--- src/rtl/pi_controller_pkg.sv ---
// Shared fixed-point helpers and Q-format sizes for the phase-corrector PI controller.
package pi_controller_pkg;

  localparam int unsigned NB_DATA_DEF  = 16;
  localparam int unsigned NBF_DATA_DEF = 15;
  localparam int unsigned NB_COEF_DEF  = 16;
  localparam int unsigned NBF_COEF_DEF = 15;
  localparam int unsigned NB_GUARD_DEF = 4;

  localparam int unsigned NB_PROD = NB_DATA_DEF + NB_COEF_DEF;
  localparam int unsigned NB_INT  = NB_DATA_DEF + NB_GUARD_DEF;

  // Wide signed working type; every intermediate sum fits without wrap.
  localparam int unsigned NB_FP = 64;
  typedef logic signed [NB_FP-1:0] fp_t;

  typedef enum logic [1:0] {
    INT_UPDATE = 2'd0,
    INT_CLEAR  = 2'd1,
    INT_HOLD   = 2'd2,
    INT_WINDUP = 2'd3
  } int_action_e;

  function automatic fp_t fp_max(input int unsigned n);
    return (fp_t'(1) <<< (n - 1)) - fp_t'(1);
  endfunction

  function automatic fp_t fp_min(input int unsigned n);
    return -(fp_t'(1) <<< (n - 1));
  endfunction

  function automatic fp_t fp_sat(input fp_t x, input int unsigned n);
    if (x > fp_max(n)) return fp_max(n);
    if (x < fp_min(n)) return fp_min(n);
    return x;
  endfunction

  // Floor truncation: arithmetic shift drops LSBs toward minus infinity.
  function automatic fp_t fp_trunc(input fp_t x, input int unsigned nbits);
    return x >>> nbits;
  endfunction

endpackage

--- src/rtl/pi_controller_sat_trunc.sv ---
// Fixed-point requantiser: floor-truncate fractional bits, then saturate to output width.
module pi_controller_sat_trunc
  import pi_controller_pkg::*;
#(
  parameter int unsigned NB_XI  = NB_PROD,
  parameter int unsigned NBF_XI = NBF_DATA_DEF + NBF_COEF_DEF,
  parameter int unsigned NB_XO  = NB_DATA_DEF,
  parameter int unsigned NBF_XO = NBF_DATA_DEF
) (
  input  logic [NB_XI-1:0] i_data,
  output logic [NB_XO-1:0] o_data_c
);

  fp_t x_ext;
  fp_t x_trunc;
  fp_t x_sat;

  always_comb begin
    x_ext    = fp_t'($signed(i_data));
    x_trunc  = fp_trunc(x_ext, NBF_XI - NBF_XO);
    x_sat    = fp_sat(x_trunc, NB_XO);
    o_data_c = NB_XO'(x_sat);
  end

endmodule

--- src/rtl/pi_controller.sv ---
// Positional-form PI controller: two-stage valid pipeline, loadable gains,
// integrator with clear/hold and conditional-integration anti-windup.
module pi_controller
  import pi_controller_pkg::*;
#(
  parameter int unsigned NB_DATA  = NB_DATA_DEF,
  parameter int unsigned NBF_DATA = NBF_DATA_DEF,
  parameter int unsigned NB_COEF  = NB_COEF_DEF,
  parameter int unsigned NBF_COEF = NBF_COEF_DEF,
  parameter int unsigned NB_GUARD = NB_INT - NB_DATA_DEF,
  parameter logic [NB_COEF-1:0] KP_INIT = 16'h0CCC,
  parameter logic [NB_COEF-1:0] KI_INIT = 16'h0666
) (
  input  logic               i_clk,
  input  logic               i_rst_n,
  input  logic               i_valid,
  input  logic [NB_DATA-1:0] i_data,
  input  logic               i_coef_wr,
  input  logic [NB_COEF-1:0] i_kp,
  input  logic [NB_COEF-1:0] i_ki,
  input  logic               i_int_clr,
  input  logic               i_int_hold,
  output logic               o_valid,
  output logic [NB_DATA-1:0] o_data,
  output logic               o_sat
);

  localparam int unsigned NB_MUL = NB_DATA + NB_COEF;
  localparam int unsigned NB_ACC = NB_DATA + NB_GUARD;

  logic [NB_COEF-1:0] kp_q, ki_q;
  logic               v1_q;
  logic [NB_DATA-1:0] p1_q, q1_q;
  logic [NB_ACC-1:0]  integ_q;

  logic signed [NB_MUL-1:0] x_ext_c, kp_ext_c, ki_ext_c;
  logic signed [NB_MUL-1:0] prod_p_c, prod_q_c;
  logic [NB_DATA-1:0]       p_c, q_c;

  // Stage 1: full-precision products against the currently active gains.
  assign x_ext_c  = NB_MUL'($signed(i_data));
  assign kp_ext_c = NB_MUL'($signed(kp_q));
  assign ki_ext_c = NB_MUL'($signed(ki_q));
  assign prod_p_c = x_ext_c * kp_ext_c;
  assign prod_q_c = x_ext_c * ki_ext_c;

  pi_controller_sat_trunc #(
    .NB_XI (NB_MUL),
    .NBF_XI(NBF_DATA + NBF_COEF),
    .NB_XO (NB_DATA),
    .NBF_XO(NBF_DATA)
  ) u_trunc_p (
    .i_data  (prod_p_c),
    .o_data_c(p_c)
  );

  pi_controller_sat_trunc #(
    .NB_XI (NB_MUL),
    .NBF_XI(NBF_DATA + NBF_COEF),
    .NB_XO (NB_DATA),
    .NBF_XO(NBF_DATA)
  ) u_trunc_q (
    .i_data  (prod_q_c),
    .o_data_c(q_c)
  );

  fp_t               p_w, q_w, integ_w, it_w, s_w, out_w, out_sat_w;
  int_action_e       action_c;
  logic [NB_DATA-1:0] data_nxt_c;
  logic               sat_nxt_c;
  logic [NB_ACC-1:0]  integ_nxt_c;

  // Stage 2: integrator action selection, output saturation, integrator next value.
  always_comb begin
    p_w       = fp_t'($signed(p1_q));
    q_w       = fp_t'($signed(q1_q));
    integ_w   = fp_t'($signed(integ_q));
    it_w      = integ_w + q_w;
    s_w       = p_w + it_w;
    action_c  = INT_UPDATE;
    if (i_int_clr)
      action_c = INT_CLEAR;
    else if (i_int_hold)
      action_c = INT_HOLD;
    else if (((s_w > fp_max(NB_DATA)) && (q_w > fp_t'(0))) ||
             ((s_w < fp_min(NB_DATA)) && (q_w < fp_t'(0))))
      action_c = INT_WINDUP;

    out_w = s_w;
    case (action_c)
      INT_CLEAR: out_w = p_w;
      INT_HOLD:  out_w = p_w + integ_w;
      default:   out_w = s_w;
    endcase
    out_sat_w  = fp_sat(out_w, NB_DATA);
    data_nxt_c = NB_DATA'(out_sat_w);
    sat_nxt_c  = (out_sat_w != out_w);

    // Clear acts every cycle; update only with a stage-2 sample.
    integ_nxt_c = integ_q;
    if (action_c == INT_CLEAR)
      integ_nxt_c = '0;
    else if (v1_q && (action_c == INT_UPDATE))
      integ_nxt_c = NB_ACC'(fp_sat(it_w, NB_ACC));
  end

  always_ff @(posedge i_clk) begin
    if (!i_rst_n) begin
      kp_q    <= KP_INIT;
      ki_q    <= KI_INIT;
      v1_q    <= 1'b0;
      p1_q    <= '0;
      q1_q    <= '0;
      integ_q <= '0;
      o_valid <= 1'b0;
      o_data  <= '0;
      o_sat   <= 1'b0;
    end else begin
      if (i_coef_wr) begin
        kp_q <= i_kp;
        ki_q <= i_ki;
      end
      v1_q <= i_valid;
      if (i_valid) begin
        p1_q <= p_c;
        q1_q <= q_c;
      end
      integ_q <= integ_nxt_c;
      o_valid <= v1_q;
      if (v1_q) begin
        o_data <= data_nxt_c;
        o_sat  <= sat_nxt_c;
      end
    end
  end

endmodule
--- config.mk ---
export PLATFORM = sky130hd
export DESIGN_NAME = pi_controller
export DESIGN_NICKNAME = d
export VERILOG_FILES = /design/src/rtl/pi_controller_pkg.sv /design/src/rtl/pi_controller_sat_trunc.sv /design/src/rtl/pi_controller.sv
export SDC_FILE = /design/constraint.sdc
export NUM_CORES = 2
export LEC_CHECK = 0
export BUFFER_PORTS_ARGS = -buffer_cell sky130_fd_sc_hd__buf_2
export CAP_MARGIN = 20
export CELL_PAD_IN_SITES_DETAIL_PLACEMENT = 1
export CELL_PAD_IN_SITES_GLOBAL_PLACEMENT = 1
export CORE_ASPECT_RATIO = 1.1
export CORE_UTILIZATION = 55
export DETAILED_ROUTE_END_ITERATION = 10
export PLACE_DENSITY_LB_ADDON = 0.1
export SYNTH_ARGS = -nofsm -noshare
export SYNTH_HDL_FRONTEND = slang
export SYNTH_HIERARCHICAL = 1
export SYNTH_SLANG_ARGS = --single-unit
--- constraint.sdc ---
create_clock -name i_clk -period 14 [get_ports i_clk]
set_clock_uncertainty 0.1 [all_clocks]
set_input_delay 0 -clock i_clk [delete_from_list [all_inputs] [get_ports i_clk]]
set_output_delay 0 -clock i_clk [all_outputs]
set_load 0.01 [all_outputs]
## Word-level counts from Yosys, hierarchy flattened

Cells that the tools add are included.

- Bits in registers: 103
- Bits in latches: 0
- Bits in writable memories: 0
- Memory bits (read-only): 0
- Input bits: 54
- Output and inout bits: 18
- Logic and storage cells: 72
- Memories: 0

- Add/sub/neg operators: 3
- Multipliers: 2
- Divide/modulo/power cells: 0
- Magnitude comparators: 12
- Equal/unequal tests: 3
- Shift-type cells: 0
- Multiplexer cells: 36
- Bitwise logic cells: 1
- Reduce and logical (&&, ||, !) cells: 6

Operator list:

| operator | number |
|---|---|
| 2-to-1 mux 64 bit | 4 |
| 2-to-1 mux 16 bit | 8 |
| case mux 64 bit (2 select lines) | 1 |
| 2-to-1 mux 20 bit | 4 |
| greater-than comparator 64 x 16 -> 1 bit, second input constant | 1 |
| < comparator 64 x 16 -> 1 bit, second input constant | 1 |
| multiplier 16 x 16 -> 32 bit | 2 |
| != test 64 bit | 1 |
| greater-than comparator 17 x 16 -> 1 bit, second input constant | 2 |
| < comparator 17 x 16 -> 1 bit, second input constant | 2 |
| adder 16 x 21 -> 22 bit | 1 |
| greater-than comparator 22 x 16 -> 1 bit, second input constant | 1 |
| < comparator 22 x 16 -> 1 bit, second input constant | 1 |
| adder 16 x 20 -> 21 bit | 1 |
| adder 20 x 16 -> 21 bit | 1 |
| greater-than comparator 21 x 20 -> 1 bit, second input constant | 1 |
| < comparator 21 x 20 -> 1 bit, second input constant | 1 |
| greater-than comparator 16 x 1 -> 1 bit, second input constant | 1 |
| < comparator 16 x 1 -> 1 bit, second input constant | 1 |
| 2-to-1 mux 1 bit | 16 |
| 2-to-1 mux 2 bit | 3 |
| logical AND 1 bit | 3 |
| equality test 2 x 1 -> 1 bit, second input constant | 1 |
| equality test 2 bit, second input constant | 1 |
| 4 further kinds | 4 |

## Depth between registers and ports, before layout

- Depth after elaboration: 17
- Depth in mapped cells: 31
- Gate-level depth less buffers: 28

## Hierarchy

Netlist, hierarchy kept.

By module, submodules not included:

| module | times used | cells an instance | area an instance (um^2) | sequential area each (um^2) |
|---|---|---|---|---|
| pi_controller | 1 | 3013 | 26840.7 | 2062.0 |
| pi_controller_sat_trunc | 2 | 50 | 260.2 | 0.0 |

## Worst setup path before layout

No wires, ideal clock.

- Kind: flip-flop to flip-flop
- Start point: reg ki_q[6]
- End point: reg q1_q[10]
- Setup time: 117 ps
- Arrival time: 7192 ps
- Data required time: 13783 ps
- Slack: 6591 ps
- Stages on the path, launching flop included: 29
- Buffers on the path: 3
- Clock period less this slack: 7409 ps
- Cell sequence: dfxtp_1 clkbuf_1 clkbuf_1 nand2_1 fa_1 inv_1 fa_1 fa_1 fa_1 inv_1 fa_1 inv_1 fa_1 ha_1 a21o_1 a21oi_1 o21bai_1 a41o_1 o2111a_1 nor2_1 a21oi_1 and4_1 a2111oi_0 a21oi_1 xnor2_1 buf_6 o21ai_2 mux2i_1 nor2b_1

- Word-level cells in the longest chain between the ends: 6
- Elaborated cells on any way between the ends: 9
- Those cells by class: mul: 1; order compare: 2; mux: 6

Ends and longest elaborated chain:

| element | RTL line | RTL |
|---|---|---|
| from (decl) | pi_controller.sv:31 | `logic [NB_COEF-1:0] kp_q, ki_q;` |
| from (signal assigned) | pi_controller.sv:121 | `ki_q <= i_ki;` |
| multiplier 16 x 16 -> 32 bit (*) | pi_controller.sv:45 | `assign prod_q_c = x_ext_c * ki_ext_c;` |
| via prod_q_c[31] | pi_controller.sv:37 | `logic signed [NB_MUL-1:0] prod_p_c, prod_q_c;` |
| < comparator 17 x 16 -> 1 bit | pi_controller_pkg.sv:34 | `if (x < fp_min(n)) return fp_min(n);` |
| 2-to-1 mux 1 bit (2 in a row) | pi_controller_pkg.sv:34 |  |
| 2-to-1 mux 16 bit | pi_controller_pkg.sv:35 | `return x;` |
| 2-to-1 mux 16 bit (*) | pi_controller_pkg.sv:34 |  |
| via q_c[10] | pi_controller.sv:38 | `logic [NB_DATA-1:0] p_c, q_c;` |
| to (signal assigned) | pi_controller.sv:126 | `q1_q <= q_c;` |
| to (decl) | pi_controller.sv:33 | `logic [NB_DATA-1:0] p1_q, q1_q;` |

Mark *: on every way through the listed nets, which the timed path passes. The rest lies on a longest branch. The select of a mux whose other input is x is not followed.
A chain may end at the register's enable or synchronous reset.

## Worst setup path in the final report

- Start point: reg kp_q[6]
- End point: reg p1_q[0]

- Word-level cells in the longest chain between the ends: 6
- Elaborated cells on any way between the ends: 9
- Those cells by class: mul: 1; order compare: 2; mux: 6

Ends and longest elaborated chain:

| element | RTL line | RTL |
|---|---|---|
| from (decl) | pi_controller.sv:31 |  |
| from (signal assigned) | pi_controller.sv:120 | `kp_q <= i_kp;` |
| multiplier 16 x 16 -> 32 bit (*) | pi_controller.sv:44 | `assign prod_p_c = x_ext_c * kp_ext_c;` |
| via prod_p_c[31] | pi_controller.sv:37 |  |
| < comparator 17 x 16 -> 1 bit | pi_controller_pkg.sv:34 |  |
| 2-to-1 mux 1 bit (2 in a row) | pi_controller_pkg.sv:34 |  |
| 2-to-1 mux 16 bit | pi_controller_pkg.sv:35 |  |
| 2-to-1 mux 16 bit (*) | pi_controller_pkg.sv:34 |  |
| via p_c[0] | pi_controller.sv:38 |  |
| to (signal assigned) | pi_controller.sv:125 | `p1_q <= p_c;` |
| to (decl) | pi_controller.sv:33 |  |

Marked as above.

==> flow_metrics.tcl <==
set metrics [dict create \
    die_h_um 234 \
    grt_max_degree 72 \
    relSlewSlack_pct 26.0 \
    period_needed_ps 8530 \
    num_vias 21200 \
    rows 84 \
    grt_pass1_vias 24100 \
    fill_cells 5673 \
    hold_viol_final 0 \
    core_um2 48100 \
    place_inst 3633 \
    avgSynthCellArea_um2 8.83 \
    setup_viol 0 \
    grt.total_usage_pct 34.5 \
    yosys_warnings 6 \
    grt_pass1_wl_um 130000 \
    fin_setup_tns_ps 0 \
    postRouteAntennaNets 0 \
    cts_buffer_depth 2 \
    grt_setup_unrepaired "false" \
    drt_iter0_drc 1001 \
    cts-root-buf "clkbuf_16" \
    antenna_found_initial 7 \
    place_ws_ps 5250 \
    maxSlewViolCount 0 \
    startpoint_type "flip-flop" \
    end_kind "flip-flop" \
    die_area_um2 50000 \
    initial_core_util_pct 56.1 \
    cts_buffers 9 \
    portBuffers 71 \
    netlist_area_um2 27000 \
    r2r-end "p1_q[0]$_SDFFE_PN0P_" \
    synth.net_count 3865 \
    final_nets 3840 \
    max_freq_ghz 0.117 \
    r2r_setup_slack_ps 5470 \
    hpwl_um 65000 \
    clock-sinks 103 \
    gr-total-overflow 0 \
    wire_per_inst_um 22.1 \
    ios 72 \
    whs_endpoint "kp_q[7]$_SDFFE_PN1P_" \
    worst-r2r-cell-count 26 \
    post_cts_resized 0 \
    routed_via_density 5.75 \
    cap_violations 0 \
    final_cells 3686 \
    die_w_um 213 \
    crit_fanout 17 \
    required_ps 14180 \
    status "completed" \
    setup_slack_ps 5470 \
    cts-htree-levels 3 \
    wirelength_um 81600 \
    hold_path_startpoint "i_rst_n" \
    reg2reg_from "kp_q[6]$_SDFFE_PN1P_" \
    min_period_over_period_pct 61.0 \
    syn2layout_area_growth_pct 4.84 \
    layout-drive-gt1-share_pct 5.20 \
    place_congestion 0.922 \
    hold_path_class "primary input to flip-flop" \
    min_path_cells 3 \
    crit_arrival_ps 8720 \
    drc 0 \
    syn_inst 3058 \
    critPathKind "flip-flop to flip-flop" \
    firstDrtPassIters 5 \
    cts_tree "done" \
    insertion_delay_ps 410 \
    clkTransAtPathRegs_ps 100 \
    tightest_slew_ps 1110 \
]
==> what timing repair did <==
item	4_1_cts	5_1_grt
buffers inserted	0	0
hold endpoints to repair	32	0
hold buffers	32	0
==> stage by stage <==
step	utilization, %	hold WS (ps)	instance area [um2]
after floorplan	-	29.0	27000
after global placement	57.4	125	27600
after detailed placement	57.4	131	27600
after CTS	58.7	105	28300
after global routing	58.8	186	28300
final	58.8	145	28300
==> layout make-up <==
class	instances	area [um2]	share of cell area, %
multi-input combinational	2243	22200	78.5
inverter	564	2120	7.48
sequential	103	2060	7.28
tap	645	807	2.85
timing repair buffer	112	758	2.68
clock buffer	9	225	0.795
clock inverter	7	97.6	0.345
antenna	3	7.51	0.0265
==> flip-flops by register name (all words and copies together) (netlist names) <==
register	count
integ_q	20
ki_q	16
kp_q	16
o_data	16
p1_q	16
q1_q	16
o_sat	1
o_valid	1
v1_q	1
==> routing by layer <==
layer | global-route usage (%) | vias up | routed length [um]
li1 | - | 9465 | -
met1 | 37.9 | 11000 | 29800
met2 | 64.3 | 512 | 44300
met3 | 4.42 | 229 | 2940
met4 | 18.3 | 8 | 4450
met5 | 0 | - | 43
==> worst max path at each step <==
stage | startpoint | to | slack [ps] | cells after the start
2_1_floorplan | ki_q[6]$_SDFFE_PN1P_ | q1_q[10]$_SDFFE_PN0P_ | 6590 | 29
6_report | kp_q[6]$_SDFFE_PN1P_ | p1_q[0]$_SDFFE_PN0P_ | 5470 | 26
5_1_grt | kp_q[6]$_SDFFE_PN1P_ | p1_q[1]$_SDFFE_PN0P_ | 4950 | 26
3_5_place_dp | kp_q[6]$_SDFFE_PN1P_ | p1_q[12]$_SDFFE_PN0P_ | 5250 | 26
4_1_cts | kp_q[6]$_SDFFE_PN1P_ | p1_q[12]$_SDFFE_PN0P_ | 5160 | 26
3_3_place_gp | kp_q[6]$_SDFFE_PN1P_ | p1_q[5]$_SDFFE_PN0P_ | 5780 | 26
==> critical path, stage by stage (launching register included) <==
cell and delay (ps):
dfxtp_1 800, nand2_1 170, fa_1 570, inv_1 60, fa_1 560, inv_1 70, fa_1 500, inv_1 50
fa_1 490, inv_1 60, fa_1 530, inv_1 50, fa_1 470, ha_1 350, nand3_1 110, a211oi_1 440
o41a_1 350, a41oi_1 220, o31ai_1 470, nor4_1 100, nor3_1 360, a21o_1 170, a21oi_1 90, xnor2_2 820
o21ai_1 170, mux2i_1 190, nor2b_1 80
==> cells in the final DEF, fill, tap and decap left out, types with 8 or more instances in the layout <==
cell type	count
o21ai_0	67
o21a_1	19
nand4_1	13
or3_1	8
nor3_1	19
fa_1	527
and2_1	195
ha_1	226
maj3_1	9
o21ai_1	25
xor2_1	21
nor2_1	115
inv_1	564
nor4_1	12
nand2b_1	45
dlygate4sd3_1	32
nand2_1	387
buf_2	71
mux2i_1	71
nand3_1	27
a211oi_1	16
and3_1	15
o21ai_2	22
dfxtp_1	103
xnor2_1	64
o21bai_1	8
o211ai_1	13
nor2b_1	65
or2_2	9
a21oi_1	94
a21o_1	36
clkbuf_16	9
Power is left out: the tool's default activity adds up to more than one toggle a clock period on the data nets, which glitch-free logic cannot reach.
